--- src/rtl/dlx_alu.sv ---
// dlx_alu: 32-bit integer ALU for the DLX execute stage with registered outputs
// (one cycle of latency, a new operation accepted every cycle).
//
// Optional single-precision FP add and int/float conversions are built only when
// the macro ALU_FPU_EN is defined; otherwise their opcodes act as unused codes.
//
// Ports:
//   clk       rising-edge clock
//   rst       asynchronous, active-high reset (clears all outputs)
//   A, B      operands; B[4:0] is the shift amount
//   Op        5-bit operation select
//   Result    registered result
//   Carryout  carry out of bit 31 (ADD/SUB only)
//   Overflow  signed overflow (ADD/SUB only)
//   Zero      Result == 0
//   Set       comparison / true-sign flag
module dlx_alu #(
  parameter int unsigned WIDTH = 32  // fixed at 32; the FP unit depends on it
) (
  input  logic             clk,
  input  logic             rst,
  input  logic [WIDTH-1:0] A,
  input  logic [WIDTH-1:0] B,
  input  logic [4:0]       Op,
  output logic [WIDTH-1:0] Result,
  output logic             Carryout,
  output logic             Overflow,
  output logic             Zero,
  output logic             Set
);

  localparam logic [4:0] OpAnd    = 5'b00000;
  localparam logic [4:0] OpOr     = 5'b00001;
  localparam logic [4:0] OpAdd    = 5'b00010;
  localparam logic [4:0] OpSub    = 5'b00011;
  localparam logic [4:0] OpXor    = 5'b00100;
  localparam logic [4:0] OpSll    = 5'b00101;
  localparam logic [4:0] OpSrl    = 5'b00110;
  localparam logic [4:0] OpSltu   = 5'b00111;
  localparam logic [4:0] OpSlt    = 5'b01000;
  localparam logic [4:0] OpSge    = 5'b01001;
  localparam logic [4:0] OpSra    = 5'b01010;
  localparam logic [4:0] OpSeq    = 5'b01011;
  localparam logic [4:0] OpSne    = 5'b01100;
`ifdef ALU_FPU_EN
  localparam logic [4:0] OpAddf   = 5'b01111;
  localparam logic [4:0] OpCvtitf = 5'b11110;
  localparam logic [4:0] OpCvtfti = 5'b11111;

  // FP add, truncating. Mantissas are held in a 50-bit window so an alignment
  // shift of up to 24 loses nothing and the final truncation is exact.
  function automatic logic [31:0] fp_add(input logic [31:0] a, input logic [31:0] b);
    logic        sa, sb, sl, a_nan, b_nan, a_inf, b_inf, a_zero, b_zero;
    logic [7:0]  ea, eb, el, es, d;
    logic [23:0] ml, ms;
    logic [31:0] big;
    logic [49:0] wl, ws, wsum, norm;
    logic [5:0]  lead;
    int          exp_r;
    sa = a[31]; ea = a[30:23];
    sb = b[31]; eb = b[30:23];
    a_nan  = (ea == 8'hFF) && (a[22:0] != '0);
    b_nan  = (eb == 8'hFF) && (b[22:0] != '0);
    a_inf  = (ea == 8'hFF) && (a[22:0] == '0);
    b_inf  = (eb == 8'hFF) && (b[22:0] == '0);
    a_zero = (ea == 8'h00);  // denormals flush to zero
    b_zero = (eb == 8'h00);
    if (a_nan || b_nan || (a_inf && b_inf && (sa != sb))) return 32'h7FC0_0000;
    if (a_inf) return a;
    if (b_inf) return b;
    if (a_zero && b_zero) return {sa & sb, 31'b0};
    if (a_zero) return b;
    if (b_zero) return a;
    if (a[30:0] >= b[30:0]) begin
      big = a; sl = sa; el = ea; ml = {1'b1, a[22:0]}; es = eb; ms = {1'b1, b[22:0]};
    end else begin
      big = b; sl = sb; el = eb; ml = {1'b1, b[22:0]}; es = ea; ms = {1'b1, a[22:0]};
    end
    d = el - es;
    if (d >= 8'd25) return big;
    wl   = {1'b0, ml, 25'b0};
    ws   = {1'b0, ms, 25'b0} >> d;
    wsum = (sa != sb) ? (wl - ws) : (wl + ws);
    if (wsum == '0) return 32'h0000_0000;
    lead = '0;
    for (int i = 0; i < 50; i++) if (wsum[i]) lead = 6'(i);
    norm  = wsum << (6'd49 - lead);
    // Leading one of the larger operand sits at bit 48.
    exp_r = int'(el) + int'(lead) - 48;
    if (exp_r >= 255) return {sl, 8'hFF, 23'b0};
    if (exp_r <= 0) return {sl, 31'b0};
    return {sl, 8'(exp_r), 23'(norm >> 26)};
  endfunction

  function automatic logic [31:0] int_to_fp(input logic [31:0] x);
    logic [31:0] mag, norm;
    logic [4:0]  lead;
    if (x == '0) return 32'h0000_0000;
    mag  = x[31] ? (~x + 32'd1) : x;
    lead = '0;
    for (int i = 0; i < 32; i++) if (mag[i]) lead = 5'(i);
    norm = mag << (5'd31 - lead);
    return {x[31], 8'd127 + {3'b0, lead}, 23'(norm >> 8)};
  endfunction

  function automatic logic [31:0] fp_to_int(input logic [31:0] f);
    logic [7:0]  e;
    logic [31:0] mag;
    e = f[30:23];
    if ((e == 8'hFF) && (f[22:0] != '0)) return 32'h7FFF_FFFF;
    if (e < 8'd127) return 32'h0000_0000;
    if (e >= 8'd158) return f[31] ? 32'h8000_0000 : 32'h7FFF_FFFF;
    if (e >= 8'd150) mag = {8'b0, 1'b1, f[22:0]} << (e - 8'd150);
    else             mag = {8'b0, 1'b1, f[22:0]} >> (8'd150 - e);
    return f[31] ? (~mag + 32'd1) : mag;
  endfunction
`endif

  logic             is_sub, add_ovf, cond;
  logic [WIDTH-1:0] b_eff;
  logic [WIDTH:0]   sum_full;

  // SUB is A + ~B + 1; carry out of 1 therefore means no borrow.
  assign is_sub   = (Op == OpSub);
  assign b_eff    = is_sub ? ~B : B;
  assign sum_full = {1'b0, A} + {1'b0, b_eff} + {{WIDTH{1'b0}}, is_sub};
  assign add_ovf  = (A[WIDTH-1] == b_eff[WIDTH-1]) && (sum_full[WIDTH-1] != A[WIDTH-1]);

  logic [WIDTH-1:0] result_d, result_q;
  logic             carry_d, carry_q, ovf_d, ovf_q, zero_d, zero_q, set_d, set_q;

  always_comb begin
    result_d = '0;
    carry_d  = 1'b0;
    ovf_d    = 1'b0;
    set_d    = 1'b0;
    cond     = 1'b0;
    case (Op)
      OpAnd: result_d = A & B;
      OpOr:  result_d = A | B;
      OpXor: result_d = A ^ B;
      OpAdd, OpSub: begin
        result_d = sum_full[WIDTH-1:0];
        carry_d  = sum_full[WIDTH];
        ovf_d    = add_ovf;
        set_d    = sum_full[WIDTH-1] ^ add_ovf;
      end
      OpSll: result_d = A << B[4:0];
      OpSrl: result_d = A >> B[4:0];
      OpSra: result_d = WIDTH'($signed(A) >>> B[4:0]);
      OpSltu, OpSlt, OpSge, OpSeq, OpSne: begin
        case (Op)
          OpSltu:  cond = (A < B);
          OpSlt:   cond = ($signed(A) < $signed(B));
          OpSge:   cond = ($signed(A) >= $signed(B));
          OpSeq:   cond = (A == B);
          default: cond = (A != B);
        endcase
        result_d = {{(WIDTH-1){1'b0}}, cond};
        set_d    = cond;
      end
`ifdef ALU_FPU_EN
      OpAddf:   result_d = fp_add(A, B);
      OpCvtitf: result_d = int_to_fp(A);
      OpCvtfti: result_d = fp_to_int(A);
`endif
      default: result_d = '0;
    endcase
    zero_d = (result_d == '0);
  end

  always_ff @(posedge clk or posedge rst) begin
    if (rst) begin
      result_q <= '0;
      carry_q  <= 1'b0;
      ovf_q    <= 1'b0;
      zero_q   <= 1'b0;
      set_q    <= 1'b0;
    end else begin
      result_q <= result_d;
      carry_q  <= carry_d;
      ovf_q    <= ovf_d;
      zero_q   <= zero_d;
      set_q    <= set_d;
    end
  end

  assign Result   = result_q;
  assign Carryout = carry_q;
  assign Overflow = ovf_q;
  assign Zero     = zero_q;
  assign Set      = set_q;

endmodule

--- config.mk ---
export PLATFORM = sky130hd
export DESIGN_NAME = dlx_alu
export DESIGN_NICKNAME = d
export VERILOG_FILES = /design/src/rtl/dlx_alu.sv
export SDC_FILE = /design/constraint.sdc
export NUM_CORES = 1
export LEC_CHECK = 0
export BUFFER_PORTS_ARGS = -buffer_cell sky130_fd_sc_hd__buf_2
export CAP_MARGIN = 10
export CORE_AREA = 4 4 182 113
export DETAILED_ROUTE_END_ITERATION = 12
export DIE_AREA = 0 0 186 117
export PLACE_DENSITY_LB_ADDON = 0.3
export SLEW_MARGIN = 20
export SYNTH_ARGS = -nofsm -noshare
export SYNTH_HDL_FRONTEND = slang
export SYNTH_SLANG_ARGS = --single-unit
--- constraint.sdc ---
create_clock -name clk -period 1.9 [get_ports clk]
set_input_delay 0.285 -clock clk [delete_from_list [all_inputs] [get_ports clk]]
set_output_delay 0.285 -clock clk [all_outputs]
set_load 0.1 [all_outputs]
==> results.yml, run 1 <==
synthesis:
  synth_fp_nets: 1626
  syn-cell-area_um2: 11200
  yosysSeqAreaShare_pct: 8.02
  synth.most_common_cell: "ha_1"
  synth_common_cells: "128 x ha_1, 113 x nor2_1, 106 x nand2_1, 89 x a21oi_1, 89 x inv_1"
  synth_edf_count: 0
  yosys_warnings: 0
  synth_top_area_cell: "ha_1"
  syn_inst: 1426
  synth.area.top_cells: "ha_1 14%, mux4_2 14%, dfrtp_1 8.0%"
  async_flop_share_pct: 100
  yosys.cell_types.count: 83
  ys_ff_latch: 36
  syn_avg_cell_area_um2: 7.88
  synth.top_cell.area_share_pct: 14.3
  synthFlopType: "dfrtp_1"
clocking:
  cts_root_buffer: "clkbuf_16"
  cts_hold_buffers: 0
  clockBufferDepth: 2
  cts_made_buffers: 5
  cts_sinks: 36
  h-tree-depth: 2
placed_design:
  hpwl_mm: 47.2
  gp_congestion: 1.22
  post-place-ws_ps: -2470
  io_buffers: 106
global_route:
  grt_max_degree: 37
  grt_usage_pct: 91.5
  overflow: 614
status:
  tool.error: "[ERROR GRT-0232] Routing congestion too high. Check the congestion heatmap in the GUI."
  haltStage: "global routing (5_1_grt)"
  status: "aborted with a tool error"
die:
  initial_core_util_pct: 59.6
  rows: 39
  fp.dieW_um: 186
  die_y_um: 117
  io_pins: 107
-- metal layers --
layer | GRT usage (%) | overflow
met5 | 66.7 | 9
met3 | 84.2 | 70
met4 | 96.5 | 180
met1 | 87.0 | 38
met2 | 103 | 317
-- what timing repair did --
| item | CTS |
|---|---|
| buffers inserted | 51 |
| setup endpoints to repair | 36 |
| pin swaps | 80 |
| hold endpoints to repair | 0 |
| cloned | 1 |
| gates resized for setup | 178 |
-- stage by stage --
stage | cell area (um2) | TNS, ps | util (%) | cells
floorplan | 11600 | -41100 | - | 1426
global placement | 15800 | -51120 | 84.0 | 2188
detailed placement | 15800 | -56470 | 84.0 | 2188
CTS | 17200 | -36100 | 91.1 | 2239
-- kinds of logic after synthesis --
| kind of cell | count (synthesis) | share of synthesized area (%) |
|---|---|---|
| AND/OR/NAND/NOR | 444 | 19.6 |
| multiplexers | 154 | 21.7 |
| flip-flops | 36 | 8.02 |
| XOR/XNOR | 44 | 3.43 |
| AO/OA/AOI/OAI | 401 | 24.6 |
| buffers and inverters | 218 | 8.22 |
| adder cells (fa/ha/maj) | 129 | 14.4 |
==> run 2: changes to the inputs <==
CORE_AREA = 4 4 173 175   (was 4 4 182 113)
DIE_AREA = 0 0 177 179   (was 0 0 186 117)
PLACE_DENSITY_LB_ADDON = 0.15   (was 0.3)
==> run 2 against run 1 <==
The flow now finishes, with violations (negative setup slack). Synthesized cell count unchanged. Area after synthesis unchanged.
==> results.yml, run 2 <==
status:
  status: "finished with violations"
  violations: "negative setup slack"
placed_design:
  io_buffers: 106
  hpwl_mm: 49.6
  gp_congestion: 1.06
synthesis:
  yosys.cell_types.count: 83
  async_flop_share_pct: 100
  syn_inst: 1426
  synth_edf_count: 0
  synth_common_cells: "128 x ha_1, 113 x nor2_1, 106 x nand2_1, 89 x a21oi_1, 89 x inv_1"
  synth_fp_nets: 1626
  synthFlopType: "dfrtp_1"
  synth.most_common_cell: "ha_1"
  synth.top_cell.area_share_pct: 14.3
  syn-cell-area_um2: 11200
  ys_ff_latch: 36
  yosysSeqAreaShare_pct: 8.02
  yosys_warnings: 0
  synth.area.top_cells: "ha_1 14%, mux4_2 14%, dfrtp_1 8.0%"
  syn_avg_cell_area_um2: 7.88
  synth_top_area_cell: "ha_1"
finish:
  layout-drive-gt1-share_pct: 47.7
  nFillCells: 2580
  seq_area_um2: 901
  area_growth_syn_to_layout_pct: 58.0
  nets: 2204
  layout_commonest_cell: "buf_4"
  multi_input_area_um2: 10500
  largest_reg_flops: 32
  layout_common_cells: "552 x buf_4, 110 x nor2_1, 110 x ha_1"
die:
  initial_core_util_pct: 39.5
  fp.dieArea_um2: 31700
  io_pins: 107
  fp.dieW_um: 177
  rows: 62
  die_y_um: 179
  coreArea_um2: 28500
timing:
  fmax_mhz: 275
  slew_headroom_pct: 59.4
  final.setup.worst_slack_ps: -1740
  finalCritPeriodShare_pct: 192
  setup_viol_count_final: 36
  period_needed_ps: 3640
  whs_ps: 95.2
  rsz0062_at_grt: "true"
  hold_viol: 0
  worst_pin_slew_ps: 606
  report.final.slew_viol_count: 0
route:
  drt_wl_total_mm: 60.4
  ant_nets: 0
  dr.pass1.iters: 5
  drc: 0
  route.vias.total: 14500
  viasPerCell: 6.05
  wl_per_cell_um: 25.3
  drt_iter0_markers: 1599
power_and_ir_drop:
  p_seq_share_pct: 12.2
  internal-power_w: 0.00369
  p_comb_share_pct: 76.5
  p_leak_nw: 8.38
  switchingPower_w: 0.00318
  power_density_nw_per_um2: 387
  p_clk_share_pct: 11.3
  switching_share_pct: 46.3
  ir_drop_v: 0.000380
  total_power_w: 0.00687
global_route:
  grt_pass1_wl_mm: 87.5
  grt_usage_pct: 36.7
  grt_pass1_vias: 13900
  overflow: 0
  antenna_found_initial: 2
  grt_max_degree: 37
job:
  drv_cap: 0
clocking:
  path_clk_slew_ps: 50
  cts_made_buffers: 5
  h-tree-depth: 2
  clockBufferDepth: 2
  cts_root_buffer: "clkbuf_16"
  cts_tree: "yes"
  cts_sinks: 36
worst_setup_path:
  critPathKind: "primary input to register"
  cp_max_fo: 8
  startpoint_type: "primary input"
  worst_ep_required_time_ps: 2100
  arrival_ps: 3840
  end_kind: "register"
hold_path:
  hold_path_class: "primary input to async pin"
==> run 2: cell counts after synthesis <==
No cell type changed its count.
==> run 2: logic make-up after synthesis <==
| family | after synthesis | share of synthesized area [%] |
|---|---|---|
| AND/OR/NAND/NOR | 444 | 19.6 |
| AO/OA/AOI/OAI | 401 | 24.6 |
| buffers and inverters | 218 | 8.22 |
| multiplexers | 154 | 21.7 |
| adder cells (fa/ha/maj) | 129 | 14.4 |
| XOR/XNOR | 44 | 3.43 |
| flip-flops | 36 | 8.02 |
==> run 2: metal layers <==
metal	global-route usage (%)	vias up	wire, um
li1	-	6550	-
met1	51.0	7015	25700
met2	59.0	752	27200
met3	3.14	136	4720
met4	14.7	0	2760
met5	0	-	0
==> run 2: worst max-delay path, stage by stage <==
cell and delay, ps:
buf_8 100, nor3b_4 250, nand2_4 170, buf_8 170
xnor2_1 120, ha_1 200, a21oi_1 190, nand2_1 90
o211ai_1 280, mux2_2 370, a211o_1 250, or4_4 420
or4_4 440, nor4_4 260, nand4_1 130, nor2_1 100
==> run 2: metrics by stage <==
stage / cells / worst slack [ps] / setup TNS (ps) / util (%) / instance area, um2
after CTS: 2376 / -1720 / -37550 / 60.2 / 17100
after global routing: 2389 / -1870 / -43410 / 62.3 / 17700
after detailed placement: 2346 / -2350 / -54650 / 56.5 / 16100
after global placement: 2346 / -2330 / -53070 / 56.5 / 16100
final: 2390 / -1740 / -39020 / 62.3 / 17700
after floorplan: 1426 / -2240 / -41100 / - / 11600
==> run 2: path summary, 6_finish.rpt <==
kind | slack [ps] | end | start
max | -1740 | Zero$_DFF_PP0_ | Op[2]
min | 100 | Result[26]$_DFF_PP0_ | rst
max in group asynchronous | 1510 | Result[5]$_DFF_PP0_ | rst
min in group clk | 670 | Overflow$_DFF_PP0_ | A[31]
==> run 2: what timing repair did <==
item	4_1_cts	5_1_grt
pin swaps	64	63
gates resized for setup	149	99
gates cloned	0	0
endpoints found under the setup margin	36	36
setup buffers	29	18
hold buffers	0	0
==> run 2: power groups by stage <==
stage	logic, W	registers, W	clock network (W)
4_1_cts	0.00495	0.000839	0.000790
3_5_place_dp	0.00460	0.000851	0
5_1_grt	0.00553	0.000842	0.000839
3_3_place_gp	0.00458	0.000851	0
6_report	0.00525	0.000838	0.000773
2_1_floorplan	0.00208	0.00130	0
==> run 2: final cells by class <==
| cell class | instances | share of cell area (%) |
|---|---|---|
| Antenna cell | 1 | 0.0141 |
| Clock buffer | 8 | 0.825 |
| Inverter | 91 | 1.97 |
| Multi-Input combinational cell | 1172 | 59.1 |
| Sequential cell | 36 | 5.08 |
| Tap cell | 384 | 2.71 |
| Timing Repair Buffer | 698 | 30.3 |
Note: power is estimated with default switching activity, not from simulation.
==> run 3: changes to the inputs <==
MAX_ROUTING_LAYER = met4   (was not set)
PLACE_DENSITY_LB_ADDON = 0.2   (was 0.15)
SKIP_CTS_REPAIR_TIMING = 1   (was not set)
==> run 3 against run 2 <==
The flow still finishes with violations (negative setup slack). Highest routed layer unchanged. Power down 1.8%. Non-clock buffer count up 7. Clock power up 2%. Sequential share of layout area up 0.14 points. Worst hold slack better by 3.1 ps. Cell count up 0.25%. Final area down 2.7%. Combinational power down 2%. Setup slack better by 15 ps. Core utilization down 1.7 points.
==> results.yml, run 3 (same netlist as run 2, synthesis figures left out) <==
placed_design:
  hpwl_mm: 49.9
  gp_congestion: 1.07
  io_buffers: 106
  post-place-ws_ps: -2370
  placed_cells: 2370
timing:
  hold_viol: 0
  final.setup.worst_slack_ps: -1730
  whs_ps: 98.3
  setup_viol_count_final: 36
  fmax_mhz: 276
  tns_ps: -37720
  slew_headroom_pct: 51.8
  worst_pin_slew_ps: 714
  finalCritPeriodShare_pct: 191
  rsz0062_at_grt: "true"
  period_needed_ps: 3630
  report.final.slew_viol_count: 0
route:
  drc: 0
  viasPerCell: 6.01
  dr.pass1.iters: 5
  drt_wl_total_mm: 59.8
  route.vias.total: 14400
  wl_per_cell_um: 25.0
  drt_iter0_markers: 1425
  ant_nets: 0
worst_setup_path:
  critPathKind: "primary input to register"
  startpoint_type: "primary input"
  cp_max_fo: 7
  arrival_ps: 3830
  worst_ep_required_time_ps: 2100
  end_kind: "register"
hold_path:
  hold_path_class: "primary input to async pin"
die:
  io_pins: 107
  initial_core_util_pct: 39.5
  coreArea_um2: 28500
  fp.dieW_um: 177
  fp.dieArea_um2: 31700
  die_y_um: 179
  rows: 62
finish:
  largest_reg_flops: 32
  area_growth_syn_to_layout_pct: 53.7
  nets: 2211
  layout_commonest_cell: "buf_4"
  layout_common_cells: "569 x buf_4, 125 x ha_1, 108 x nor2_1"
  layout-drive-gt1-share_pct: 45.7
  layoutNonFillerInstCount: 2396
  nFillCells: 2659
  utilization_pct: 60.7
  antennaDiodeCount: 0
global_route:
  antenna_found_initial: 0
  grt_usage_pct: 37.2
  grt_pass1_wl_mm: 86.5
  grt_max_degree: 37
  grt_pass1_vias: 13700
  overflow: 0
clocking:
  cts_made_buffers: 5
  cts_sinks: 36
  cts_tree: "yes"
  path_clk_slew_ps: 50
  h-tree-depth: 2
  cts_root_buffer: "clkbuf_16"
  clockBufferDepth: 2
status:
  violations: "negative setup slack"
  status: "finished with violations"
power_and_ir_drop:
  power_density_nw_per_um2: 390
  ir_drop_v: 0.000305
  p_leak_nw: 8.32
job:
  drv_cap: 0
[run 3: area by class of cell]
class                   count  area [um2]  area share [%]
well taps                 384         480            2.78
multi-input cells        1172       10100            58.5
repair buffers            705        5300            30.7
flip-flops and latches     36         901            5.22
inverters                  91         348            2.01
clock buffers               8         146           0.848
[run 3: metrics by stage]
stage          power (W)  cell area (um2)
3_3_place_gp     0.00551            16300
6_report         0.00674            17300
4_1_cts          0.00635            16500
5_1_grt          0.00707            17300
2_1_floorplan    0.00338            11600
3_5_place_dp     0.00554            16300
[run 3: worst max path at each step]
stage / endpoint / slack [ps] / from / cells past startpoint
global route: Zero$_DFF_PP0_ / -1880 / Op[2] / 17
detailed placement: Zero$_DFF_PP0_ / -2370 / Op[3] / 16
CTS: Zero$_DFF_PP0_ / -2080 / Op[3] / 16
global placement: Zero$_DFF_PP0_ / -2300 / Op[3] / 16
floorplan: Zero$_DFF_PP0_ / -2240 / B[3] / 18
finish: Zero$_DFF_PP0_ / -1730 / Op[2] / 17
[run 3: critical path: stages]
cell and delay, ps:
buf_8 100, nor3b_4 250, nand2_4 150, buf_6 170, nor2_4 80, a21oi_2 40
fa_2 360, nand2b_4 170, a21oi_4 150, o211ai_1 180, mux2_4 330, a211o_1 280
or4_4 420, or4_4 460, nor4_4 180, nand4_1 110, nor2_1 110
[run 3: report_power, final]
| part | switching (W) | internal [W] | leakage, nW |
|---|---|---|---|
| registers | 0.0000118 | 0.000827 | 0.486 |
| clock network | 0.000265 | 0.000521 | 0.0712 |
| logic | 0.00285 | 0.00226 | 7.76 |
| total | 0.00313 | 0.00361 | 8.32 |
[run 3: metal layers]
| layer | vias to the layer above | wire [um] | GRT usage [%] |
|---|---|---|---|
| met5 | - | 0 | - |
| met4 | 0 | 3430 | 15.2 |
| met3 | 138 | 4100 | 3.27 |
| met2 | 673 | 26200 | 57.6 |
| met1 | 7034 | 26100 | 50.5 |
| li1 | 6554 | - | - |
==> run 4: changes to the inputs <==
ABC_AREA = 1   (was not set)
CORE_AREA = 4 4 164 166   (was 4 4 173 175)
DIE_AREA = 0 0 168 170   (was 0 0 177 179)
==> run 4 against run 3 <==
Clock power rose by 6.4%. Core utilization shrank 1.2 points. Sequential power is 0.6% lower. Sequential share of layout area is 0.70 points higher. Power shrank 12%. Die area shrank 9.9%. Flip-flop and latch count unchanged. The run still ends with negative setup slack left.
==> results.yml, run 4 <==
clocking:
  cts_root_buffer: "clkbuf_16"
  clockBufferDepth: 2
  path_clk_slew_ps: 60
  cts_made_buffers: 5
  h-tree-depth: 2
  cts_tree: "yes"
  cts_sinks: 36
synthesis:
  synth_fp_nets: 2029
  syn_avg_cell_area_um2: 5.51
  async_flop_share_pct: 100
  synth.most_common_cell: "nand2_1"
  synth_common_cells: "614 x nand2_1, 235 x nand3_1, 200 x inv_1, 176 x nor2_1, 128 x ha_1"
  syn-cell-area_um2: 10100
  yosys_warnings: 0
  synthFlopType: "dfrtp_1"
  yosys.cell_types.count: 50
  synth_edf_count: 0
  yosysSeqAreaShare_pct: 8.93
  synth.top_cell.area_share_pct: 22.9
  ys_ff_latch: 36
  syn_inst: 1829
  synth.area.top_cells: "nand2_1 23%, ha_1 16%, nand3_1 12%"
  synth_top_area_cell: "nand2_1"
timing:
  finalCritPeriodShare_pct: 166
  slew_headroom_pct: 56.4
  report.final.slew_viol_count: 0
  setup_viol_count_final: 36
  final.setup.worst_slack_ps: -1250
  worst_pin_slew_ps: 653
  fmax_mhz: 318
  tns_ps: -26420
  period_needed_ps: 3150
  rsz0062_at_grt: "true"
  hold_viol: 0
  whs_ps: 91.5
die:
  rows: 59
  fp.dieArea_um2: 28600
  coreArea_um2: 25600
  fp.dieW_um: 168
  io_pins: 107
  initial_core_util_pct: 39.4
  die_y_um: 170
finish:
  utilization_pct: 59.5
  largest_reg_flops: 32
  multi_input_area_um2: 8710
  area_growth_syn_to_layout_pct: 51.1
  layout-drive-gt1-share_pct: 32.8
  seq_area_um2: 901
  nFillCells: 2620
  layout_common_cells: "576 x nand2_1, 443 x buf_4, 223 x nand3_1"
  nets: 2540
  layout_commonest_cell: "nand2_1"
global_route:
  grt_max_degree: 60
  overflow: 0
  grt_usage_pct: 35.3
  grt_pass1_wl_mm: 76.6
  antenna_found_initial: 2
  use_met1_pct: 46.1
  use_met2_pct: 56.1
  grt_pass1_vias: 13600
  top_usage_layer: "met2"
  grtUsageMet3_pct: 3.07
power_and_ir_drop:
  power_density_nw_per_um2: 391
  total_power_w: 0.00596
  p_leak_nw: 8.68
  ir_drop_v: 0.000713
route:
  drt_wl_total_mm: 51.5
  drc: 0
  drt_iter0_markers: 1512
  dr.pass1.iters: 8
  viasPerCell: 5.38
  ant_nets: 0
  wl_per_cell_um: 19.2
  route.vias.total: 14400
worst_setup_path:
  arrival_ps: 3370
  end_kind: "register"
  cp_max_fo: 12
  worst_ep_required_time_ps: 2120
  critPathKind: "primary input to register"
  startpoint_type: "primary input"
placed_design:
  hpwl_mm: 43.3
  post-place-ws_ps: -1650
  io_buffers: 106
  gp_congestion: 1.03
hold_path:
  hold_path_class: "primary input to async pin"
status:
  violations: "negative setup slack"
  status: "finished with violations"
job:
  drv_cap: 0
==> run 4: routing by layer <==
| metal | vias up | part of all wire (%) |
|---|---|---|
| met5 | - | 0 |
| met2 | 701 | 45 |
| met3 | 117 | 8.2 |
| met1 | 6652 | 41 |
| li1 | 6941 | - |
| met4 | 0 | 5.1 |
==> run 4: final timing paths <==
| kind | from | endpoint | cells past startpoint |
|---|---|---|---|
| worst max-delay path | Op[2] | Zero$_DFF_PP0_ | 21 |
| worst min-delay path | rst | Result[31]$_DFF_PP0_ | 3 |
| max in group asynchronous | rst | Result[5]$_DFF_PP0_ | 3 |
| min in group clk | A[31] | Overflow$_DFF_PP0_ | 4 |
==> run 4: cell type report <==
| cell class | count | share of cell area [%] |
|---|---|---|
| inverters | 211 | 5.25 |
| diodes | 1 | 0.0164 |
| multi-input cells | 1514 | 57.2 |
| repair buffers | 572 | 27.9 |
| clock buffers | 7 | 0.936 |
| flip-flops and latches | 36 | 5.91 |
| well taps | 335 | 2.75 |
| clock inverters | 1 | 0.0493 |
==> run 4: logic make-up (layout without fill, tap and decap cells) <==
group	Yosys count	count (layout)	synth area share (%)
AO/OA/AOI/OAI	247	247	14.2
XOR/XNOR	32	32	2.78
adder cells (fa/ha/maj)	129	129	16.1
buffers and inverters	279	791	11.7
flip-flops	36	36	8.93
multiplexers	2	2	0.199
other	0	1	0
AND/OR/NAND/NOR	1104	1104	46.1
==> run 4: worst max-delay path, cell delays in order <==
cell     delay (ps)
buf_4           130
nor2_4          110
nand2_2          90
nor2_4          140
buf_12          180
buf_6           130
xor2_1          160
ha_1            320
buf_6           150
a21oi_4         180
nand2_1         110
buf_4           160
a21oi_1         200
nand4_1         150
nand3_2         140
nand2_1         110
nor2_1          110
nand2_1          60
nor3_2          210
nand3_1         110
nor2_1          100
==> run 4: where the power goes <==
part / internal [W] / switching [W]
logic: 0.00166 / 0.00263
clock network: 0.000522 / 0.000314
registers: 0.000822 / 0.0000117
==> run 4: per-stage QoR <==
step | cell area (um2) | cells
after floorplan | 10300 | 1829
after global placement | 14300 | 2656
after CTS | 14500 | 2664
after global routing | 15200 | 2677
after detailed placement | 14300 | 2656
final | 15200 | 2677
